<file path="src/rtl/univ_register_pkg.sv">
// rtl/univ_register_pkg.sv - shared encodings for the universal register
// Shift modes, shift directions and sequencer states.
package univ_register_pkg;

  localparam logic [1:0] MODE_LOG = 2'b00;
  localparam logic [1:0] MODE_ROT = 2'b01;
  localparam logic [1:0] MODE_ARI = 2'b10;

  localparam logic DIR_R = 1'b0;
  localparam logic DIR_L = 1'b1;

  typedef enum logic {
    ST_IDLE  = 1'b0,
    ST_SHIFT = 1'b1
  } state_t;

endpackage

</file>
<file path="src/rtl/univ_shift_step.sv">
// rtl/univ_shift_step.sv - combinational single-bit shifter
// Shared by the sr/sl path and the shift-by-N sequencer.
module univ_shift_step
  import univ_register_pkg::*;
#(
  parameter int WIDTH = 8
) (
  input  logic [WIDTH-1:0] i_data,
  input  logic             i_dir,
  input  logic [1:0]       i_mode,
  input  logic             i_fill,
  output logic [WIDTH-1:0] o_data,
  output logic             o_out_bit
);

  logic w_fill_bit;

  always_comb begin
    w_fill_bit = i_fill;
    o_data     = i_data;
    o_out_bit  = 1'b0;
    if (i_dir == DIR_R) begin
      case (i_mode)
        MODE_ROT: w_fill_bit = i_data[0];
        MODE_ARI: w_fill_bit = i_data[WIDTH-1];
        default:  w_fill_bit = i_fill;
      endcase
      o_data    = {w_fill_bit, i_data[WIDTH-1:1]};
      o_out_bit = i_data[0];
    end else begin
      // Arithmetic left shift is the same as logical with a forced zero fill.
      case (i_mode)
        MODE_ROT: w_fill_bit = i_data[WIDTH-1];
        MODE_ARI: w_fill_bit = 1'b0;
        default:  w_fill_bit = i_fill;
      endcase
      o_data    = {i_data[WIDTH-2:0], w_fill_bit};
      o_out_bit = i_data[WIDTH-1];
    end
  end

endmodule

</file>
<file path="src/rtl/univ_register.sv">
// rtl/univ_register.sv - universal working/accumulator register
// Clear/load/inc/dec/shift with saturation option and a shift-by-N sequencer.
module univ_register
  import univ_register_pkg::*;
#(
  parameter int WIDTH = 8,
  parameter bit SAT   = 1'b0,
  parameter int AMT_W = $clog2(WIDTH) + 1
) (
  input  logic             clk,
  input  logic             rst_n,
  input  logic             cl,
  input  logic             ld,
  input  logic [WIDTH-1:0] in,
  input  logic             inc,
  input  logic             dec,
  input  logic             sr,
  input  logic             sl,
  input  logic             ir,
  input  logic             il,
  input  logic [1:0]       mode,
  input  logic             start,
  input  logic [AMT_W-1:0] amt,
  input  logic             dir,
  output logic [WIDTH-1:0] out,
  output logic             co,
  output logic             so,
  output logic             zero,
  output logic             busy,
  output logic             done
);

  localparam logic [WIDTH-1:0] ONE  = WIDTH'(1);
  localparam logic [WIDTH-1:0] ALL1 = '1;

  logic [WIDTH-1:0] r_out;
  logic             r_co;
  logic             r_so;
  logic             r_busy;
  logic             r_done;
  logic [AMT_W-1:0] r_cnt;
  logic             r_dir;
  logic [1:0]       r_mode;
  state_t           r_state;

  logic             w_step_dir;
  logic [1:0]       w_step_mode;
  logic             w_step_fill;
  logic [WIDTH-1:0] w_step_data;
  logic             w_step_bit;
  logic             w_all1;
  logic             w_is0;

  assign w_all1 = (r_out == ALL1);
  assign w_is0  = (r_out == '0);

  // The sequencer uses its latched controls; in IDLE sr wins over sl.
  assign w_step_dir  = (r_state == ST_SHIFT) ? r_dir  : (sr ? DIR_R : DIR_L);
  assign w_step_mode = (r_state == ST_SHIFT) ? r_mode : mode;
  assign w_step_fill = (w_step_dir == DIR_R) ? ir : il;

  univ_shift_step #(
    .WIDTH(WIDTH)
  ) u_step (
    .i_data   (r_out),
    .i_dir    (w_step_dir),
    .i_mode   (w_step_mode),
    .i_fill   (w_step_fill),
    .o_data   (w_step_data),
    .o_out_bit(w_step_bit)
  );

  always_ff @(posedge clk or negedge rst_n) begin
    if (!rst_n) begin
      r_out   <= '0;
      r_co    <= 1'b0;
      r_so    <= 1'b0;
      r_busy  <= 1'b0;
      r_done  <= 1'b0;
      r_cnt   <= '0;
      r_dir   <= DIR_R;
      r_mode  <= MODE_LOG;
      r_state <= ST_IDLE;
    end else begin
      r_done <= 1'b0;
      case (r_state)
        ST_IDLE: begin
          if (cl) begin
            r_out <= '0;
            r_co  <= 1'b0;
            r_so  <= 1'b0;
          end else if (start) begin
            if (amt != '0) begin
              r_cnt   <= amt;
              r_dir   <= dir;
              r_mode  <= mode;
              r_busy  <= 1'b1;
              r_state <= ST_SHIFT;
            end else begin
              r_done <= 1'b1;
            end
          end else if (ld) begin
            r_out <= in;
          end else if (inc) begin
            r_co <= w_all1;
            if (!(SAT && w_all1)) r_out <= r_out + ONE;
          end else if (dec) begin
            r_co <= w_is0;
            if (!(SAT && w_is0)) r_out <= r_out - ONE;
          end else if (sr || sl) begin
            r_out <= w_step_data;
            r_so  <= w_step_bit;
          end
        end
        ST_SHIFT: begin
          // Abort: cleared like cl, and no done pulse is produced.
          if (cl) begin
            r_out   <= '0;
            r_co    <= 1'b0;
            r_so    <= 1'b0;
            r_busy  <= 1'b0;
            r_cnt   <= '0;
            r_state <= ST_IDLE;
          end else begin
            r_out <= w_step_data;
            r_so  <= w_step_bit;
            r_cnt <= r_cnt - AMT_W'(1);
            if (r_cnt == AMT_W'(1)) begin
              r_busy  <= 1'b0;
              r_done  <= 1'b1;
              r_state <= ST_IDLE;
            end
          end
        end
        default: r_state <= ST_IDLE;
      endcase
    end
  end

  assign out  = r_out;
  assign co   = r_co;
  assign so   = r_so;
  assign busy = r_busy;
  assign done = r_done;
  assign zero = (r_out == '0);

endmodule
</file>
<file path="config.mk">
export PLATFORM = sky130hd
export DESIGN_NAME = univ_register
export DESIGN_NICKNAME = d
export VERILOG_FILES = /design/src/rtl/univ_register_pkg.sv /design/src/rtl/univ_shift_step.sv /design/src/rtl/univ_register.sv
export SDC_FILE = /design/constraint.sdc
export NUM_CORES = 1
export LEC_CHECK = 0
export BUFFER_PORTS_ARGS = -buffer_cell sky130_fd_sc_hd__buf_2
export CORE_MARGIN = 1
export CORE_UTILIZATION = 55
export CTS_CLUSTER_DIAMETER = 40
export DETAILED_ROUTE_END_ITERATION = 10
export PLACE_DENSITY = 0.81
export SLEW_MARGIN = 20
export SYNTH_ARGS = -nofsm -noshare
export SYNTH_HDL_FRONTEND = slang
export SYNTH_HIERARCHICAL = 1
export SYNTH_SLANG_ARGS = --single-unit
</file>
<file path="constraint.sdc">
create_clock -name clk -period 3.41 [get_ports clk]
set_input_delay 0.5115 -clock clk [delete_from_list [all_inputs] [get_ports clk]]
set_output_delay 0.5115 -clock clk [all_outputs]
set_load 0.01 [all_outputs]
</file>
==> qor.txt, run 1 <==
RSZ-0062 raised after global routing - no
Final GP Congestion - 0.957
drt drc - 0
top post-synthesis cells by area - dfrtp_1 (28%), mux2_4 (5.9%), ha_1 (4.9%)
initial antenna violation count - 0
Initial DRC Count - 118
clk sinks - 20
layout cell share with drive strength beyond 1 - 29.9%
via count - 1734
post-synthesis sequential area ratio - 28.1%
FMAX - 0.376 GHz
grt ovf - 0
Die H - 58.9 µm
relative slew slack - 52.8%
total wire length - 4540 µm
Hold Path Class - in -> async
Clock Pin Slew Worst Setup and Hold Paths - 0.13 ns
register bit count reported by yosys - 20
worst r2r dst - out[7]$_DFFE_PN0P_
synthesis-to-finish area growth - 13.7%
setup violators final - 0
Ports - 39
Hold Buf Count CTS - 0
final worst-path cycle share - 77.9%
GRT Overall Usage - 29.3%
Worst Hold Slack - 0.121 ns
H-tree depth - 1
CP Data Required Time - 3.63 ns
Post-synth ARST share - 100%
Post-CTS Resized - 0
Setup CP Type - reg -> reg
synthesized area - 1780 µm²
EDFF count, synth - 0
Inst Count DP - 274
number of buffers created by CTS - 3
core footprint - 3050 µm²
DRT Pass-1 Iters - 5
vias in the first global route - 1576
Slew Viols, Final - 0
Critical Path Sink Type - register
synthesized area per cell - 8.76 µm²
diode count - 0
post-route ant nets - 0
Routed WL per cell - 16.3 µm
clk_lat worst skew - 0.32 ns
Power per Cell Area - 555 nW/µm²
Crit-path slowest cell - dfrtp_1
Worst VDD drop - 0.242 mV
yosys warns - 6
HPWL after DPL - 3270 µm
worst-margin pin slew - 0.708 ns
largest net degree at the start of global routing - 23
Post-Syn Instances - 203
die area - 3460 µm²
Total Power - 0.00112 W
Synth area leader - dfrtp_1
RR Startpoint - r_state$_DFF_PN0_
setup bufs post-CTS - 0
critical-path cell list - nand2_1 > o21ai_1 > buf_4 > mux2_2 > nor3b_1 > a211oi_2 > o21ai_0 > nand2_1 > nand3_1 > a221oi_2 > a211o_2
worst r2r path cells - 11
delay-heaviest family, CP - flip-flops
Design Area, Final - 2020 µm²
first-pass GRT wire length - 7620 µm
Tmin final - 2.66 ns
Buf+Inv Stages, Crit Path - 1
Netlist cell types - 58
Port Buffer Count - 38
die width - 58.9 µm
Synth top area share - 28.1%
Max Cap Viol - 0
row cnt - 20
max incr delay on CP - 0.82 ns
Final Hold Fails - 0
Vias per Instance - 6.24
clk buf depth - 2
Root Buffer - clkbuf_4
leak pwr - 0.892 nW
syn nets - 236
Initial Utilization - 58.2%
Worst Path Arrival - 2.88 ns
reg2reg setup slack - 0.75 ns
Synth Flop Type - dfrtp_1
status - complete, no violations
dpl cell area - 1970 µm²
CTS tree - done
Layout Cells excl Fill - 278
skew final - 0.00855 ns
startpoint type of the worst setup path - register
crit path max fanout - 22
Crit path top cell by count - nand2_1
final net count - 268
setup TNS - 0 ns
[final cells by class]
type | count | area [µm²]
clock buffers | 3 | 22.5
clock inverters | 1 | 30.0
fillers | 276 | 1030
inverters | 10 | 37.5
flip-flops and latches | 20 | 500
repair buffers | 39 | 198
well taps | 44 | 55.1
multi-input cells | 161 | 1180
[report_power, final]
part	switching (W)	internal, W	leakage (nW)	total, W
Clock	0.0000850	0.000119	0.0279	0.000204
Sequential	0.000115	0.000294	0.255	0.000409
Combinational	0.000252	0.000258	0.609	0.000510
[cells in the final DEF (no fill, tap or decap), types with 7 or more instances in the layout]
master    n
dfrtp_1  20
nor2_1   14
nand3_1   7
buf_2    38
mux2_4    7
nand2_1  14
ha_1      7
o21ai_0   9
o22ai_1   8
nor3_1    7
inv_1    10
[logic make-up (layout without fill, tap and decap cells)]
logic type,Yosys count,in the layout,synth area share (%)
fa+ha+maj,7,7,4.93
buf+inv,22,53,5.56
simple gates,77,77,24.8
xor+xnor,8,8,3.94
mux,18,18,12.5
flops,20,20,28.1
compound gates,51,51,20.1
[synth_stat cells (5+ instances only)]
cell type and number:
a21oi_1 6, a22oi_1 5, a31oi_1 5, clkbuf_1 5, dfrtp_1 20, ha_1 7
inv_1 10, mux2_2 6, mux2_4 7, mux2i_1 5, nand2_1 14, nand3_1 7
nand4_1 5, nor2_1 14, nor3_1 7, o21ai_0 10, o22ai_1 8, xnor2_1 6
[worst reg2reg max path, cell delays in order, from the launching register on]
cell,delay (ns)
dfrtp_1,0.82
nand2_1,0.10
o21ai_1,0.10
buf_4,0.24
mux2_2,0.37
nor3b_1,0.23
a211oi_2,0.08
o21ai_0,0.08
nand2_1,0.07
nand3_1,0.12
a221oi_2,0.04
a211o_2,0.31
[per-stage QoR]
| stage | utilization, % | setup WS, ns |
|---|---|---|
| CTS | 66.2 | 0.807 |
| global placement | 64.5 | 0.888 |
| detailed placement | 64.5 | 0.806 |
| floorplan | - | 0.807 |
| finish | 66.2 | 0.752 |
| global route | 66.2 | 0.528 |
[registers in the layout, indices dropped and copies added, names as in the netlist]
register and count:
busy 1, r_mode 2, so 1, r_dir 1, out 8, co 1
r_state 1, r_cnt 4, done 1
[layer usage]
metal	global-route usage (%)	vias up	wire length [µm]
met5	0	-	0
met3	3.08	16	318
met4	11.6	0	130
met1	43.0	815	2060
met2	43.8	83	2030
li1	-	820	-
[worst max path at each step]
stage                               endpoint  slack, ns  cells after the start               from
after floorplan           out[7]$_DFFE_PN0P_       0.81                     11  r_state$_DFF_PN0_
after global placement    out[7]$_DFFE_PN0P_       0.89                     11  r_state$_DFF_PN0_
after detailed placement  out[7]$_DFFE_PN0P_       0.81                     11  r_state$_DFF_PN0_
after CTS                 out[7]$_DFFE_PN0P_       0.81                      9  r_state$_DFF_PN0_
after global routing      out[7]$_DFFE_PN0P_       0.53                     11  r_state$_DFF_PN0_
final                     out[7]$_DFFE_PN0P_       0.75                     11  r_state$_DFF_PN0_
Power figures use the tool's default switching activity.
==> run 2: changes to the inputs <==
clock period = 2.5 ns   (was 3.41 ns; I/O delays follow)
==> run 2 against run 1 <==
The run now ends with hold timing left. Clock power grew 34%. Sequential share of layout area fell by 0.71 points. Global-route usage down 0.64 points. First-iteration DRC count fell by 9.3%. Clock-buffer cell count unchanged. Design area rose by 3.0%. Combinational power grew 52%. Clock skew is 0.0018 ns lower. Hold slack worse by 0.12 ns. Flip-flop and latch count is the same. Highest routed layer unchanged.
==> qor.txt, run 2 (synthesis results as in run 1) <==
status - complete, but fails checks
violated checks - hold timing
initial antenna violation count - 0 (unchanged)
final net count - 276 (+3.0%)
Routed WL per cell - 16.0 µm (-2.3%)
final worst-path cycle share - 93.4%
Setup CP Type - reg -> out
relative slew slack - 65.4% (+13 points)
Worst VDD drop - 0.506 mV (+110%)
leak pwr - 0.934 nW (+4.7%)
switching share of power - 39.3% (-0.92 points)
Root Buffer - clkbuf_4
Final GP Congestion - 0.891 (-6.9%)
total wire length - 4570 µm (+0.51%)
clk sinks - 20 (unchanged)
Max Cap Viol - 0 (unchanged)
Worst Hold Slack - -0.00263 ns (-0.124 ns)
Gate power share - 50.0% (+4.6 points)
Slew Viols, Final - 0 (unchanged)
reg2reg setup slack - 0.32 ns (-0.43 ns)
worst r2r path cells - 10 (-1)
highest-count cells in the layout ignoring fill and taps - buf_2 (38), dfrtp_1 (20), nand2_1 (14), nor2_1 (14), inv_1 (10)
Critical Path Sink Type - primary output
die area - 3460 µm² (unchanged)
HPWL after DPL - 3310 µm (+1.2%)
synthesis-to-finish area growth - 17.1%
Ports - 39 (unchanged)
critical-path cell list - or3_4 > or2_2 > nor3b_1 > buf_2
row cnt - 20 (unchanged)
Net Switching - 0.000610 W (+35%)
max incr delay on CP - 0.52 ns (-0.30 ns)
Port Buffer Count - 38 (unchanged)
clock power share - 17.6% (-0.6 points)
die width - 58.9 µm (unchanged)
Tmin final - 2.34 ns
Power per Cell Area - 746 nW/µm² (+34%)
Vias per Instance - 6.18 (-0.95%)
vias in the first global route - 1611 (+2.2%)
Post-CTS Resized - 0 (unchanged)
diode count - 0 (unchanged)
crit path max fanout - 11 (-50%)
GRT Overall Usage - 28.6% (-0.64 points)
Sequential Power Share - 32.4% (-4.0 points)
setup TNS - 0 ns (unchanged)
skew final - 0.00672 ns (-0.00183 ns)
clk buf depth - 2 (unchanged)
Internal - 0.000944 W (+41%)
post-route ant nets - 0 (unchanged)
largest net degree at the start of global routing - 21 (-8.7%)
layout cell share with drive strength beyond 1 - 32.2% (+2.3 points)
FMAX - 0.428 GHz
worst r2r dst - out[7]$_DFFE_PN0P_
most common cell after layout, fill and taps aside - buf_2
Hold Buf Count CTS - 0 (unchanged)
drt drc - 0 (unchanged)
crit path to - zero
clk_lat worst skew - 0.32 ns (about the same)
Hold Path Class - in -> async
Initial DRC Count - 107 (-9.3%)
Total Power - 0.00155 W (+38%)
startpoint type of the worst setup path - register
RSZ-0062 raised after global routing - no
crit path launch - out[3]$_DFFE_PN0P_
Worst Path Arrival - 1.96 ns (-0.92 ns)
core footprint - 3050 µm² (unchanged)
number of buffers created by CTS - 3 (unchanged)
dpl cell area - 2030 µm² (+3.0%)
Crit-path slowest cell - dfrtp_1
H-tree depth - 1 (unchanged)
Design Area, Final - 2080 µm² (+3.0%)
Final Hold Fails - 3 (+3)
grt ovf - 0 (unchanged)
Die H - 58.9 µm (unchanged)
first-pass GRT wire length - 7410 µm (-2.8%)
DRT Pass-1 Iters - 4 (-1)
setup violators final - 0 (unchanged)
max reg flops - 8 (unchanged)
CTS tree - done
Initial Utilization - 58.2% (unchanged)
worst-margin pin slew - 0.515 ns (-0.192 ns)
setup bufs post-CTS - 0 (unchanged)
Clock Pin Slew Worst Setup and Hold Paths - 0.13 ns (about the same)
via count - 1767 (+1.9%)
RR Startpoint - r_state$_DFF_PN0_
CP Data Required Time - 2.12 ns (-1.51 ns)
[run 2: changes by cell type in the layout (fill, tap and decap cells not counted), sizes merged]
cell / change
buf: +8
[run 2: critical path, delay by kind of cell (launching register included)]
family,cells,cell delay [ns]
AND/OR/NAND/NOR,3,0.96
buffers and inverters,1,0.16
flip-flops,1,0.52
[run 2: layer usage]
layer / global-route usage (%) / up-vias / share of wire (%)
met5: 0 / - / 0
met4: 11.9 / 0 / 2.8
met3: 2.42 / 11 / 8.3
met2: 46.9 / 75 / 44
met1: 38.7 / 846 / 44
li1: - / 835 / -
[run 2: how the worst min path moves through the flow]
stage / startpoint / to / cells past startpoint
after floorplan: rst_n / busy$_DFFE_PN0P_ / 0
after global placement: rst_n / r_cnt[1]$_DFFE_PN0P_ / 1
after detailed placement: rst_n / r_cnt[1]$_DFFE_PN0P_ / 1
after CTS: rst_n / out[2]$_DFFE_PN0P_ / 1
after global routing: rst_n / r_cnt[1]$_DFFE_PN0P_ / 1
final: rst_n / r_cnt[1]$_DFFE_PN0P_ / 1
[run 2: final cells by class]
| type | instances | area (µm²) |
|---|---|---|
| Multi-Input combinational cell | 161 | 1180 |
| Clock inverter | 1 | 30.0 |
| Clock buffer | 3 | 22.5 |
| Tap cell | 44 | 55.1 |
| Timing Repair Buffer | 47 | 258 |
| Inverter | 10 | 37.5 |
| Sequential cell | 20 | 500 |
| Fill cell | 270 | 971 |
[run 2: per-stage QoR]
step                std cells  util, %  hold slack [ns]  setup slack [ns]
global route              286     68.2           0.0208             0.117
global placement          282     66.5            0.359             0.389
detailed placement        282     66.5            0.355             0.323
finish                    286     68.2         -0.00263             0.165
CTS                       286     68.2          0.00277             0.169
floorplan                 203        -           0.0794             0.108
[run 2: power groups by stage]
stage	logic, W	registers (W)	clock network, W
3_3_place_gp	0.000754	0.000505	0
5_1_grt	0.000852	0.000514	0.000291
3_5_place_dp	0.000763	0.000508	0
2_1_floorplan	0.000561	0.000502	0
4_1_cts	0.000769	0.000502	0.000279
6_report	0.000776	0.000504	0.000274
